### config.mk
export PLATFORM = sky130hd
export DESIGN_NAME = vic_cfg_sequencer_flat
export DESIGN_NICKNAME = d
export VERILOG_FILES = /design/src/rtl/vic_cfg_sequencer_if.sv /design/src/rtl/vic_cfg_sequencer.sv /design/src/flat_wrapper.sv
export SDC_FILE = /design/constraint.sdc
export NUM_CORES = 1
export LEC_CHECK = 0
export CAP_MARGIN = 20
export CORE_ASPECT_RATIO = 1.5
export CORE_UTILIZATION = 47
export DETAILED_ROUTE_END_ITERATION = 8
export PLACE_DENSITY = 0.79
export SLEW_MARGIN = 20
export SYNTH_ARGS = -nofsm -noshare
export SYNTH_HDL_FRONTEND = slang
export SYNTH_SLANG_ARGS = --single-unit
### constraint.sdc
create_clock -name clk -period 2.23 [get_ports clk]
set_input_delay 0.446 -clock clk [delete_from_list [all_inputs] [get_ports clk]]
set_output_delay 0.446 -clock clk [all_outputs]
set_load 0.02 [all_outputs]
### src/rtl/vic_cfg_sequencer_if.sv
// Host-side bundle for vic_cfg_sequencer: command stream, write-data stream,
// read-data stream and status pulses.
interface vic_cfg_sequencer_if #(
  parameter int ADDR_W = 5,
  parameter int DATA_W = 4
) ();
  logic              cmd_valid;
  logic              cmd_ready;
  logic [1:0]        cmd_op;
  logic [ADDR_W-1:0] cmd_addr;
  logic [ADDR_W-1:0] cmd_len;
  logic [DATA_W-1:0] wr_data;
  logic              wr_valid;
  logic              wr_ready;
  logic [DATA_W-1:0] rd_data;
  logic              rd_valid;
  logic              rd_ready;
  logic              busy;
  logic              done;
  logic              err;

  modport slave (
    input  cmd_valid, cmd_op, cmd_addr, cmd_len, wr_data, wr_valid, rd_ready,
    output cmd_ready, wr_ready, rd_data, rd_valid, busy, done, err
  );

  modport master (
    output cmd_valid, cmd_op, cmd_addr, cmd_len, wr_data, wr_valid, rd_ready,
    input  cmd_ready, wr_ready, rd_data, rd_valid, busy, done, err
  );
endinterface

### src/rtl/vic_cfg_sequencer.sv
// Burst command sequencer, sole master of the VIC configuration register-file port.
// Optional macro VIC_SEQ_AUTO_ENA_EN appends a global-enable write after WRITE/CLEAR bursts.
//
// state    | meaning
// IDLE     | waiting for a command, cmd_ready high
// WRITE    | one register write per accepted write-stream word
// CLEAR    | one register write of zero per cycle
// RD_ISSUE | drive read strobe for the current address
// RD_WAIT  | register file latches the read
// RD_OUT   | capture read data, hold it until the consumer takes it
// ENA      | extra write of 1 to the global-enable register (macro only)
// DONE     | completion pulse, back to IDLE
module vic_cfg_sequencer #(
  parameter int ADDR_W   = 5,
  parameter int DATA_W   = 4,
  parameter int ENA_ADDR = 31
) (
  input  logic               clk,
  input  logic               rst,
  vic_cfg_sequencer_if.slave io_host,
  output logic [ADDR_W-1:0]  o_regaddr,
  output logic [DATA_W-1:0]  o_regdata,
  output logic               o_we,
  output logic               o_re,
  input  logic [DATA_W-1:0]  i_regdata
);

  typedef enum logic [2:0] {
    S_IDLE,
    S_WRITE,
    S_CLEAR,
    S_RD_ISSUE,
    S_RD_WAIT,
    S_RD_OUT,
`ifdef VIC_SEQ_AUTO_ENA_EN
    S_ENA,
`endif
    S_DONE
  } state_t;

  state_t            r_state;
  logic [ADDR_W-1:0] r_addr;
  logic [ADDR_W-1:0] r_rem;
  logic [DATA_W-1:0] r_rd_data;
  logic              r_rd_valid;
  logic              r_done;
  logic              r_err;
  logic [ADDR_W-1:0] r_regaddr;
  logic [DATA_W-1:0] r_regdata;
  logic              r_we;
  logic              r_re;
  state_t            w_burst_next;

  // Where a WRITE/CLEAR burst goes after its last word.
`ifdef VIC_SEQ_AUTO_ENA_EN
  assign w_burst_next = S_ENA;
`else
  assign w_burst_next = S_DONE;
`endif

  always_ff @(posedge clk) begin
    if (rst) begin
      r_state    <= S_IDLE;
      r_addr     <= '0;
      r_rem      <= '0;
      r_rd_data  <= '0;
      r_rd_valid <= 1'b0;
      r_done     <= 1'b0;
      r_err      <= 1'b0;
      r_regaddr  <= '0;
      r_regdata  <= '0;
      r_we       <= 1'b0;
      r_re       <= 1'b0;
    end else begin
      r_we   <= 1'b0;
      r_re   <= 1'b0;
      r_done <= 1'b0;
      r_err  <= 1'b0;
      case (r_state)
        S_IDLE: begin
          if (io_host.cmd_valid) begin
            r_addr <= io_host.cmd_addr;
            r_rem  <= io_host.cmd_len;
            case (io_host.cmd_op)
              2'b00:   r_state <= S_WRITE;
              2'b01:   r_state <= S_RD_ISSUE;
              2'b10:   r_state <= S_CLEAR;
              default: r_err   <= 1'b1;
            endcase
          end
        end
        S_WRITE: begin
          if (io_host.wr_valid) begin
            r_we      <= 1'b1;
            r_regaddr <= r_addr;
            r_regdata <= io_host.wr_data;
            r_addr    <= r_addr + ADDR_W'(1);
            if (r_rem == '0) r_state <= w_burst_next;
            else             r_rem   <= r_rem - ADDR_W'(1);
          end
        end
        S_CLEAR: begin
          r_we      <= 1'b1;
          r_regaddr <= r_addr;
          r_regdata <= '0;
          r_addr    <= r_addr + ADDR_W'(1);
          if (r_rem == '0) r_state <= w_burst_next;
          else             r_rem   <= r_rem - ADDR_W'(1);
        end
        S_RD_ISSUE: begin
          r_re      <= 1'b1;
          r_regaddr <= r_addr;
          r_state   <= S_RD_WAIT;
        end
        S_RD_WAIT: r_state <= S_RD_OUT;
        S_RD_OUT: begin
          // First cycle here is the one where the register file presents data.
          if (!r_rd_valid) begin
            r_rd_data  <= i_regdata;
            r_rd_valid <= 1'b1;
          end else if (io_host.rd_ready) begin
            r_rd_valid <= 1'b0;
            r_addr     <= r_addr + ADDR_W'(1);
            if (r_rem == '0) begin
              r_state <= S_DONE;
            end else begin
              r_rem   <= r_rem - ADDR_W'(1);
              r_state <= S_RD_ISSUE;
            end
          end
        end
`ifdef VIC_SEQ_AUTO_ENA_EN
        S_ENA: begin
          r_we      <= 1'b1;
          r_regaddr <= ADDR_W'(ENA_ADDR);
          r_regdata <= DATA_W'(1);
          r_state   <= S_DONE;
        end
`endif
        S_DONE: begin
          r_done  <= 1'b1;
          r_state <= S_IDLE;
        end
        default: r_state <= S_IDLE;
      endcase
    end
  end

  assign io_host.cmd_ready = (r_state == S_IDLE);
  assign io_host.wr_ready  = (r_state == S_WRITE);
  assign io_host.busy      = (r_state != S_IDLE);
  assign io_host.rd_data   = r_rd_data;
  assign io_host.rd_valid  = r_rd_valid;
  assign io_host.done      = r_done;
  assign io_host.err       = r_err;
  assign o_regaddr         = r_regaddr;
  assign o_regdata         = r_regdata;
  assign o_we              = r_we;
  assign o_re              = r_re;

endmodule

### src/flat_wrapper.sv
// flat-port wrapper written by rule: the top's interface ports become plain ports
module vic_cfg_sequencer_flat 
#(
  parameter int ADDR_W   = 5,
  parameter int DATA_W   = 4,
  parameter int ENA_ADDR = 31
)
  (clk, rst, o_regaddr, o_regdata, o_we, o_re, i_regdata, io_host_cmd_valid, io_host_cmd_op, io_host_cmd_addr, io_host_cmd_len, io_host_wr_data, io_host_wr_valid, io_host_rd_ready, io_host_cmd_ready, io_host_wr_ready, io_host_rd_data, io_host_rd_valid, io_host_busy, io_host_done, io_host_err);
  vic_cfg_sequencer_if #(.ADDR_W(ADDR_W), .DATA_W(DATA_W)) io_host_i ();
  input  logic clk;
  input  logic rst;
  output logic [ADDR_W-1:0] o_regaddr;
  output logic [DATA_W-1:0] o_regdata;
  output logic o_we;
  output logic o_re;
  input  logic [DATA_W-1:0] i_regdata;
  input wire logic [$bits(io_host_i.cmd_valid)-1:0] io_host_cmd_valid;
  input wire logic [$bits(io_host_i.cmd_op)-1:0] io_host_cmd_op;
  input wire logic [$bits(io_host_i.cmd_addr)-1:0] io_host_cmd_addr;
  input wire logic [$bits(io_host_i.cmd_len)-1:0] io_host_cmd_len;
  input wire logic [$bits(io_host_i.wr_data)-1:0] io_host_wr_data;
  input wire logic [$bits(io_host_i.wr_valid)-1:0] io_host_wr_valid;
  input wire logic [$bits(io_host_i.rd_ready)-1:0] io_host_rd_ready;
  output wire logic [$bits(io_host_i.cmd_ready)-1:0] io_host_cmd_ready;
  output wire logic [$bits(io_host_i.wr_ready)-1:0] io_host_wr_ready;
  output wire logic [$bits(io_host_i.rd_data)-1:0] io_host_rd_data;
  output wire logic [$bits(io_host_i.rd_valid)-1:0] io_host_rd_valid;
  output wire logic [$bits(io_host_i.busy)-1:0] io_host_busy;
  output wire logic [$bits(io_host_i.done)-1:0] io_host_done;
  output wire logic [$bits(io_host_i.err)-1:0] io_host_err;
  assign io_host_i.cmd_valid = io_host_cmd_valid;
  assign io_host_i.cmd_op = io_host_cmd_op;
  assign io_host_i.cmd_addr = io_host_cmd_addr;
  assign io_host_i.cmd_len = io_host_cmd_len;
  assign io_host_i.wr_data = io_host_wr_data;
  assign io_host_i.wr_valid = io_host_wr_valid;
  assign io_host_i.rd_ready = io_host_rd_ready;
  assign io_host_cmd_ready = io_host_i.cmd_ready;
  assign io_host_wr_ready = io_host_i.wr_ready;
  assign io_host_rd_data = io_host_i.rd_data;
  assign io_host_rd_valid = io_host_i.rd_valid;
  assign io_host_busy = io_host_i.busy;
  assign io_host_done = io_host_i.done;
  assign io_host_err = io_host_i.err;
  vic_cfg_sequencer #(.ADDR_W(ADDR_W), .DATA_W(DATA_W), .ENA_ADDR(ENA_ADDR)) u_core (.clk(clk), .rst(rst), .io_host(io_host_i), .o_regaddr(o_regaddr), .o_regdata(o_regdata), .o_we(o_we), .o_re(o_re), .i_regdata(i_regdata));
endmodule
==> results of run 1 <==
-- path summary, 6_finish.rpt --
| kind | startpoint | cells after the start | endpoint | slack, ns |
|---|---|---|---|---|
| worst min register to register | u_core.io_host.rd_data[1] | 2 | u_core.io_host.rd_data[1] | 0.47 |
| worst max register to register | u_core.r_state[1] | 5 | u_core.r_rem[4] | 0.35 |
| worst max-delay path | u_core.r_state[1] | 3 | io_host_busy | 0.1 |
| worst min-delay path | u_core.io_host.rd_data[1] | 2 | u_core.io_host.rd_data[1] | 0.47 |
-- critical path: cells and delay by family, from the launching register on --
family        cells  cell delay (ns)
buf+inv           2             0.72
simple gates      1             0.09
flops             1             0.59
-- repair_timing --
item,CTS,global route
gates resized for setup,0,1
endpoints found under the setup margin,0,1
endpoints found under the hold margin,0,0
-- per-stage QoR --
stage | setup TNS (ns) | power, W | hold WS [ns] | area (µm²)
4_1_cts | 0 | 0.00258 | 0.475 | 2180
2_1_floorplan | 0 | 0.00175 | 0.442 | 1600
3_3_place_gp | -0.0769 | 0.00212 | 0.460 | 2090
5_1_grt | 0 | 0.00280 | 0.515 | 2180
3_5_place_dp | -0.191 | 0.00214 | 0.467 | 2090
6_report | 0 | 0.00259 | 0.472 | 2180
-- cells in the final DEF (no fill, tap or decap), types with 5 or more instances in the layout --
master | netlist | routed
clkbuf_8 | 0 | 6
nand2_1 | 18 | 18
nor3_1 | 8 | 8
nor2_1 | 20 | 20
nand3_1 | 7 | 7
inv_1 | 6 | 6
dfxtp_1 | 31 | 30
mux2i_1 | 5 | 5
clkdlybuf4s50_1 | 0 | 45
a21oi_1 | 20 | 20
o21ai_0 | 16 | 16
buf_4 | 1 | 7
ha_1 | 6 | 6
-- kinds of logic (layout without fill, tap and decap cells) --
logic type / after synthesis / count (layout) / synth area share, %
buf+inv: 19 / 66 / 5.55
simple gates: 76 / 76 / 25.3
mux: 5 / 5 / 3.13
compound gates: 57 / 57 / 22.0
flops: 31 / 31 / 38.8
xor+xnor: 1 / 1 / 0.547
fa+ha+maj: 6 / 6 / 4.69
-- routing by layer --
metal / track usage [%] / vias to the layer above / routed length, µm
met1: 24.1 / 702 / 1560
met3: 6.21 / 10 / 163
li1: - / 778 / -
met5: 0 / - / 0
met2: 42.9 / 45 / 1820
met4: 13.3 / 0 / 127
-- sequential cells by signal, indices dropped and copies added, names as in the netlist --
register and count:
u_core.io_host.rd_data 4, u_core.o_re 1, u_core.o_regaddr 5, u_core.r_state 3
u_core.r_rem 5, u_core.r_addr 5, u_core.io_host.rd_valid 1, u_core.o_we 1
u_core.o_regdata 4, u_core.io_host.done 1, u_core.io_host.err 1
-- cell type report --
type	instances	area [µm²]	area share [%]
Clock inverter	1	5.00	0.230
Multi-Input combinational cell	145	891	40.9
Inverter	7	26.3	1.21
Clock buffer	6	82.6	3.79
Timing Repair Buffer	52	503	23.1
Tap cell	40	50.0	2.30
Sequential cell	31	622	28.5
-- power groups by stage --
stage / sequential (W) / combinational [W] / clock [W]
6_report: 0.000837 / 0.00131 / 0.000439
4_1_cts: 0.000831 / 0.00130 / 0.000447
3_3_place_gp: 0.000839 / 0.00128 / 0
3_5_place_dp: 0.000843 / 0.00129 / 0
5_1_grt: 0.000853 / 0.00147 / 0.000476
2_1_floorplan: 0.000824 / 0.000923 / 0
==> metrics.cfg, run 1 <==
[global_route]
grt_usage_pct = 23.6
gr-total-overflow = 0
grt_max_degree = 22
grt_pass1_wl_um = 6560
antenna_found_initial = 0
grt_pass1_vias = 1530

[cts]
clockRootBuffer = clkbuf_8
cts_sinks = 31
clockBufferDepth = 2
htree_levels = 2
worstSkewPairLatency_ns = 0.28
cts.clk_slew.worst_paths_ns = 0.06
hold_buffers = 0
cts_buffers = 5
cts_tree = yes
postCtsSetupBuffers = 0

[placement]
dp.cells = 275
hpwlAfterDp_um = 2630
port_buffers = 45
pre_cts_ws_ns = -0.111
gp_congestion = 0.811

[synth]
synthesis.nets = 226
synthTopCellsByCount = dfxtp_1 (31), a21oi_1 (20), nor2_1 (20), nand2_1 (18), o21ai_0 (16)
synth_cell_types = 46
yosysMostFrequentCell = dfxtp_1
ys_ff_latch = 31
synth.area.top_cells = dfxtp_1 (39%), a21oi_1 (6.3%), o21ai_0 (5.0%)
ys_async_sr_fraction_pct = 0
synth_top_cell_area_share_pct = 38.8
ys.flop_type = dfxtp_1
synth_area_mm2 = 0.00160
synth_edf_count = 0
synth_top_area_cell = dfxtp_1
yosysSeqAreaShare_pct = 38.8
yosys_warnings = 0
avgSynthCellArea_um2 = 8.21
syn_inst = 195

[critical_path]
path_cells = nor3_4, inv_2, clkdlybuf4s50_1
path_max_fanout = 10
timing_worst_setup_path_type = reg2out
critPathMaxStageDelay_ns = 0.61
worstSetupStartpointType = flip-flop
required_ns = 1.78
end_kind = primary output
arrival_ns = 1.69
cpMaxStageDelayCell = clkdlybuf4s50_1

[routing]
dr_total_vias = 1535
wl_per_cell_um = 13.0
drt_iter0_drc = 19
dr.pass1.iters = 5
drtAntennaViolNets = 0
via_per_inst = 5.44
drcViolationCount = 0
routed_wl_um = 3670

[power_and_ir_drop]
swShare_pct = 41.3
p_per_area_mw_per_mm2 = 1190
pwr-share-seq_pct = 32.4
combPwrFrac_pct = 50.6
leakage_nw = 0.826
internal_power_w = 0.00152
power_switching_w = 0.00107
pwr-share-clk_pct = 17.0
ir_drop_v = 0.000805

[sta]
fmax_mhz = 469
skew_ns = 0.00579
setup_slack_ns = 0.0964
finalCritPeriodShare_pct = 95.7
tightest_slew_ns = 0.478
fin_crit_ns = 2.13
slew_violations = 0
slew_headroom_pct = 67.3
setup_viol = 0
hold_viol = 0
rsz0062_at_grt = false

[final_layout]
n_fill_cell = 277
area_delta_synth_final_pct = 36.2
final_util_pct = 68.3
num_antenna_cells = 0
drive_above_1_share_pct = 10.3
fin_cells = 282
nets = 273

[floorplan]
die_w_um = 49.6
initial_utilization_pct = 50.2
die_y_um = 73.5
rows = 25
dieArea_mm2 = 0.00365
core_area_mm2 = 0.00319
ios = 46

[hold_path]
hp-class = reg2reg

[run_status]
status = complete, no violations

[flow_run]
max_cap_violations = 0

Note: power is estimated with default switching activity, not from simulation.
==> inputs of run 2 (changes only) <==
- GPL_ROUTABILITY_DRIVEN: unset -> 0
==> results of run 2 <==
Same layout as run 1: the final DEF is identical, and so are final timing and power.
